===== src/rtl/fpu_issue_controller.sv =====
// fpu_issue_controller: sequences one fixed-point request at a time into the FPU.
// It holds operands and operation stable, waits for the unit's ready and captures
// the result. The result and its destination tag then go to writeback over a
// valid/ready handshake. The unit is parked on FPU_ADD whenever no request is in
// flight, so its multi-cycle sequencers restart cleanly on every request.
// Optional feature macro: FPU_ISSUE_TIMEOUT_EN adds a WAIT timeout (MAX_WAIT cycles)
// that answers with rsp_error = 1 and rsp_result = 0.

`ifndef FPU_ADD
`define FPU_ADD  2'd0
`endif
`ifndef FPU_SUB
`define FPU_SUB  2'd1
`endif
`ifndef FPU_MUL
`define FPU_MUL  2'd2
`endif
`ifndef FPU_SQRT
`define FPU_SQRT 2'd3
`endif

module fpu_issue_controller #(
    parameter int unsigned WIDTH    = 32,
    parameter int unsigned FBITS    = 10,
    parameter int unsigned TAG_W    = 5,
    parameter int unsigned MAX_WAIT = 63
) (
    input  logic             clk,
    input  logic             reset,
    input  logic             req_valid,
    output logic             req_ready,
    input  logic [1:0]       req_op,
    input  logic [WIDTH-1:0] req_operand_1,
    input  logic [WIDTH-1:0] req_operand_2,
    input  logic [TAG_W-1:0] req_tag,
    output logic [WIDTH-1:0] fpu_operand_1,
    output logic [WIDTH-1:0] fpu_operand_2,
    output logic [1:0]       fpu_operation,
    input  logic [WIDTH-1:0] fpu_result,
    input  logic             fpu_ready,
    output logic             rsp_valid,
    input  logic             rsp_ready,
    output logic [WIDTH-1:0] rsp_result,
    output logic [TAG_W-1:0] rsp_tag,
    output logic             rsp_error
);

    // FBITS only documents the Q format; operands pass through untouched.
    if (FBITS >= WIDTH || MAX_WAIT == 0) begin : g_param_check
        $error("fpu_issue_controller: FBITS must be < WIDTH and MAX_WAIT must be > 0");
    end

    typedef enum logic [1:0] {StIdle, StIssue, StWait, StResp} state_e;

    state_e state_q;

`ifdef FPU_ISSUE_TIMEOUT_EN
    localparam int unsigned CntW = $clog2(MAX_WAIT + 1);

    logic [CntW-1:0] wait_cnt_q;
    logic            error_q;
`endif

    // Handshake outputs decode the state register only.
    assign req_ready = (state_q == StIdle);
    assign rsp_valid = (state_q == StResp);

`ifdef FPU_ISSUE_TIMEOUT_EN
    assign rsp_error = error_q;
`else
    assign rsp_error = 1'b0;
`endif

    // Request sequencing FSM with registered FPU drive and response registers.
    always_ff @(posedge clk or posedge reset) begin
        if (reset) begin
            state_q       <= StIdle;
            fpu_operation <= `FPU_ADD;
            fpu_operand_1 <= '0;
            fpu_operand_2 <= '0;
            rsp_result    <= '0;
            rsp_tag       <= '0;
`ifdef FPU_ISSUE_TIMEOUT_EN
            wait_cnt_q    <= '0;
            error_q       <= 1'b0;
`endif
        end else begin
            unique case (state_q)
                StIdle: begin
                    if (req_valid) begin
                        fpu_operation <= req_op;
                        fpu_operand_1 <= req_operand_1;
                        fpu_operand_2 <= req_operand_2;
                        rsp_tag       <= req_tag;
                        state_q       <= StIssue;
                    end else begin
                        fpu_operation <= `FPU_ADD;
                    end
                end
                StIssue: begin
                    // fpu_ready may still reflect the previous operation here.
`ifdef FPU_ISSUE_TIMEOUT_EN
                    wait_cnt_q <= '0;
`endif
                    state_q <= StWait;
                end
                StWait: begin
                    if (fpu_ready) begin
                        rsp_result    <= fpu_result;
                        fpu_operation <= `FPU_ADD;
                        state_q       <= StResp;
`ifdef FPU_ISSUE_TIMEOUT_EN
                        error_q       <= 1'b0;
                    end else if (wait_cnt_q + CntW'(1) == CntW'(MAX_WAIT)) begin
                        // The counter reaches MAX_WAIT on this edge: give up.
                        wait_cnt_q    <= wait_cnt_q + CntW'(1);
                        rsp_result    <= '0;
                        error_q       <= 1'b1;
                        fpu_operation <= `FPU_ADD;
                        state_q       <= StResp;
                    end else begin
                        wait_cnt_q <= wait_cnt_q + CntW'(1);
`endif
                    end
                end
                StResp: begin
                    if (rsp_ready) begin
                        state_q <= StIdle;
                    end
                end
                default: state_q <= StIdle;
            endcase
        end
    end

endmodule


===== config.mk =====
export PLATFORM = sky130hd
export DESIGN_NAME = fpu_issue_controller
export DESIGN_NICKNAME = d
export VERILOG_FILES = /design/src/rtl/fpu_issue_controller.sv
export SDC_FILE = /design/constraint.sdc
export NUM_CORES = 1
export LEC_CHECK = 0
export CORE_MARGIN = 3
export CORE_UTILIZATION = 25
export DETAILED_ROUTE_END_ITERATION = 8
export GPL_TIMING_DRIVEN = 0
export SKIP_CTS_REPAIR_TIMING = 1
export SLEW_MARGIN = 20
export SYNTH_ARGS = -nofsm -noshare
export SYNTH_HDL_FRONTEND = slang
export SYNTH_SLANG_ARGS = --single-unit

===== constraint.sdc =====
create_clock -name clk -period 6.7 [get_ports clk]
set_input_delay 1.34 -clock clk [delete_from_list [all_inputs] [get_ports clk]]
set_output_delay 1.34 -clock clk [all_outputs]
set_load 0.1 [all_outputs]

* Yosys cells after proc, flatten, opt, wreduce, memory -nomap -nowiden
Cells that the tools add are included.
** Word-level totals
- Register bits after elaboration :: 105
- Bits in latches :: 0
- Bits in writable memories :: 0
- Memory bits (read-only) :: 0
- Input bits :: 108
- Output and inout port bits :: 106
- Word-level logic and storage cells :: 25
- Memories kept :: 0
** Cells by class
- Add/subtract/negate cells :: 0
- $mul :: 0
- Divide/modulo/power cells :: 0
- Order comparisons :: 0
- Equality and inequality tests :: 6
- Shift operators :: 0
- Muxes and demuxes :: 7
- Bitwise gates (word level) :: 0
- Reduce and logical (&&, ||, !) cells :: 6
** Operators with widths (number)
- $mux W2 :: 5
- $pmux W2 S4 :: 1
- $reduce_and A2 Y1 :: 3
- $eq A2 B2 Y1 const B :: 2
- $ne A2 B2 Y1 const B :: 2
- $pmux W2 S2 :: 1
- $reduce_and A3 Y1 :: 1
- $eq A2 B1 Y1 const B :: 1
- $logic_not A2 Y1 :: 1
- $ne A2 B1 Y1 const B :: 1
- $reduce_bool A2 Y1 :: 1

* Longest topological paths before layout
Gate-level depths: netlist of the first run.
- Word-level depth :: 3
- Depth in mapped cells :: 5
- Depth with buffers taken out :: 5

* Worst setup path after synthesis of the first run
OpenSTA, ideal clock, no wires.
- Path type :: register to output
- Start :: reg state_q[0]
- End :: out req_ready
- Data arrival time :: 1.368 ns
- Required time :: 5.360 ns
- Path slack :: 3.992 ns
- Stages on the path, launching flop included :: 3
- Path buffers :: 0
- Path through :: dfrtp_1 > inv_1 > ha_1
** Between the ends
- Word-level cells in the longest chain between the ends :: 1
** Ends and longest elaborated chain
- from (decl) :: line 55 : state_e state_q;
- from (signal assigned) :: line 77 : state_q <= StIdle;
- from (signal assigned) :: line 95 : state_q <= StIssue;
- from (signal assigned) :: line 105 : state_q <= StWait;
- $logic_not A2 Y1 :: line 65 : assign req_ready = (state_q == StIdle);
- to (decl) :: line 31 : output logic req_ready,
No other way between the ends.

* Worst setup path after layout of the first run
Ends and elaborated chain as after synthesis.

==> impl_summary.txt, run 1 <==
----------------------------------------------------
[Run status]
  Run status ... complete, no violations

[Hold path]
  Launch instance of the worst min-delay path ... rsp_result[6]
  Worst hold-check path type ... reg -> reg
  Min-Delay Endpoint ... rsp_result[6]
  Hold Crit Depth ... 1

[GRT]
  Antenna violations before repair ... 0
  GRT Overall Usage ... 0.115
  Overflow left after global routing ... 0
  Via count of the first global-routing pass ... 3,034
  Global-route wire length before repair ... 16,500 um
  Maximum number of pins on one net before global-route repair ... 65

[Yosys]
  Synth Register Bits ... 105
  Avg Inst Size Synth ... 17.7 um2
  Sequential-to-total area share from yosys stat ... 0.612
  Warnings, synthesis ... 0
  Syn_nets ... 354
  Number of instances in the synthesized netlist ... 242
  Number of distinct library cells after synthesis ... 20
  Post-synthesis cell area ... 0.00430 mm2

[Final layout]
  Top library cells by usage in the layout, fill and taps aside ... sky130_fd_sc_hd__clkdlybuf4s50_1, sky130_fd_sc_hd__dfrtp_1, sky130_fd_sc_hd__mux2_4
  Storage element area ... 0.00263 mm2
  Fraction of layout cells with a size suffix above 1 ... 0.259
  Area delta synth->final ... 63.7%
  ANT cells ... 0
  Leading cell type in the layout, fill and taps excluded ... sky130_fd_sc_hd__clkdlybuf4s50_1
  Area of combinational cells with multiple inputs ... 0.00155 mm2
  Non-Filler Cell Area, Final ... 0.00703 mm2
  Total of fill cells in the finished design ... 1,510
  Utilization after layout ... 0.421
  Net total in the final layout ... 578

[Critical path]
  Critical Path Fanout Max ... 6
  Launching element type of the critical path ... register
  Slowest CP cell ... sky130_fd_sc_hd__clkdlybuf4s50_1
  Crit Reg-Reg Endpoint ... fpu_operand_2[29]
  Worst setup slack for register-to-register paths ... 4.96 ns
  Worst reg2reg startpoint ... state_q[0]
  Delay contributed by the slowest stage of the critical path ... 1.22 ns
  Req. time, crit path ... 5.36 ns
  Critical Path AT ... 2.40 ns
  Setup CP Type ... reg -> out
  Worst Reg-to-Reg Cells ... 5
  Sequence of cells on the critical path ... inv_1 -> ha_1 -> clkdlybuf4s50_1
  CP Capture Type ... output port

[Drt]
  Average via count per standard cell ... 4.03
  Number of nets still failing antenna checks after routing ... 0
  DRC violations left ... 0
  Detailed Route Iter0 Violations ... 32
  Via Count ... 2,783
  Total Wirelength ... 11,200 um
  Average wire per standard cell ... 16.2 um
  First-pass iteration count of the detailed router ... 4

[Die]
  Starting density of the core ... 0.257
  Overall die width ... 137 um
  Die Area ... 0.0188 mm2
  Vert. Die Dim ... 137 um
  Boundary pin count ... 214
  Floorplan row count ... 47
  Core box area ... 0.0167 mm2

[CTS]
  CTS Root Cell ... sky130_fd_sc_hd__clkbuf_16
  Longest Clk Path Bufs ... 2
  Clk sink count ... 105
  Clk pin slew, worst setup/hold paths ... 0.07 ns
  Clock tree from TritonCTS ... done
  Total clock buffers created by CTS ... 9
  Insertion delay of the later-clocked pin in the worst-skew pair ... 0.34 ns
  Number of H-tree branching levels ... 3

[Placement]
  IO buf count ... 212
  Cell area after placement ... 0.00673 mm2
  Routability congestion estimate ... 0.698
  Post-DP HPWL ... 8360 um

[STA]
  Fin crit share ... 0.557
  Worst Hold Margin ... 0.490 ns
  Max-slew violation count ... 0
  Max-slew headroom ... 0.304
  Crit path time final ... 3.74 ns
  Unrepaired setup endpoints after global routing ... no
  Max Clock Skew ... 0.00368 ns
  Maximum clock rate ... 268 MHz
  Final count of negative-setup-slack endpoints ... 0
  Number of hold violations in the final report ... 0
  Setup TNS ... 0 ns
  Worst Max-Slew Pin Slew ... 1.04 ns

[Run]
  Max-capacitance violation count ... 0

----------------------------------------------------
==> worst max-delay path: cells and delay by family, from the launching register on <==
family,cells,cell delay (ns)
fa+ha+maj,1,0.32
buf+inv,2,1.34
flops,1,0.39
==> stage by stage <==
stage               std cells  setup slack, ns
floorplan                 242             2.60
global placement          674             1.00
detailed placement        675             3.31
CTS                       691             2.93
global route              691             2.85
finish                    691             2.96
==> logic make-up after synthesis <==
| logic type | Yosys count | share of synthesized area |
|---|---|---|
| AOI/OAI and AO/OA | 5 | 0.00845 |
| adders and majority gates | 4 | 0.0117 |
| buffers and inverters | 16 | 0.0280 |
| DFF | 105 | 0.612 |
| muxes | 103 | 0.330 |
| other | 1 | 0.000873 |
| and+or+nand+nor | 8 | 0.00932 |
==> worst max-delay path by stage <==
stage,start,to,slack [ns],cells past startpoint
6_report,state_q[0],req_ready,2.96,3
5_1_grt,state_q[0],req_ready,2.85,3
4_1_cts,state_q[0],req_ready,2.93,3
3_5_place_dp,state_q[0],req_ready,3.31,3
3_3_place_gp,reset,rsp_tag[0],1.00,2
2_1_floorplan,reset,fpu_operand_1[0],2.60,1
==> metal layers <==
layer / vias to the layer above / part of all wire / track usage
li1: 1285 / - / -
met1: 1365 / 0.41 / 0.138
met2: 119 / 0.48 / 0.190
met3: 14 / 0.090 / 0.0460
met4: 0 / 0.018 / 0.0360
met5: - / 0 / 0
==> Yosys cell counts (all sizes together) <==
| cell | count | share of area |
|---|---|---|
| dfrtp | 105 | 0.61 |
| mux2 | 102 | 0.33 |
| buf | 11 | 0.024 |
| inv | 5 | 0.0044 |
| ha | 4 | 0.012 |
| nand2 | 3 | 0.0032 |
| o21ai | 3 | 0.0035 |
| nor2 | 2 | 0.0017 |
| nor2b | 2 | 0.0029 |
| a221oi | 1 | 0.0035 |
| a31oi | 1 | 0.0015 |
| conb | 1 | 0.00087 |
| mux2i | 1 | 0.0023 |
| nand2b | 1 | 0.0015 |
==> state kept, by name, summed over array words and instances (netlist names) <==
register	count
fpu_operand_1	32
fpu_operation	2
fpu_operand_2	32
rsp_result	32
rsp_tag	5
state_q	2
==> layout make-up <==
| class | count | share of cell area |
|---|---|---|
| clock inverters | 4 | 0.00729 |
| clock buffers | 12 | 0.0365 |
| multi-input cells | 121 | 0.220 |
| flip-flops and latches | 105 | 0.374 |
| inverters | 5 | 0.00338 |
| plain buffers | 11 | 0.0144 |
| repair buffers | 213 | 0.306 |
| well taps | 220 | 0.0391 |
Power of run 1 is left out: the tool's default activity adds up to more than one toggle a clock period on the data nets, which glitch-free logic cannot reach.
==> run 2: changes to the inputs <==
Clock period 6.7 ns to 3.67 ns, I/O delays scaled along.
==> results of run 2 <==
The final DEF is identical to that of run 1. Status: complete, no violations.
Among the figures that moved: setup slack after placement 3.31 ns -> 0.884 ns; setup slack after layout 2.96 ns -> 0.541 ns; register-to-register setup slack 4.96 ns -> 1.93 ns
Power of run 2 is left out for the same reason.
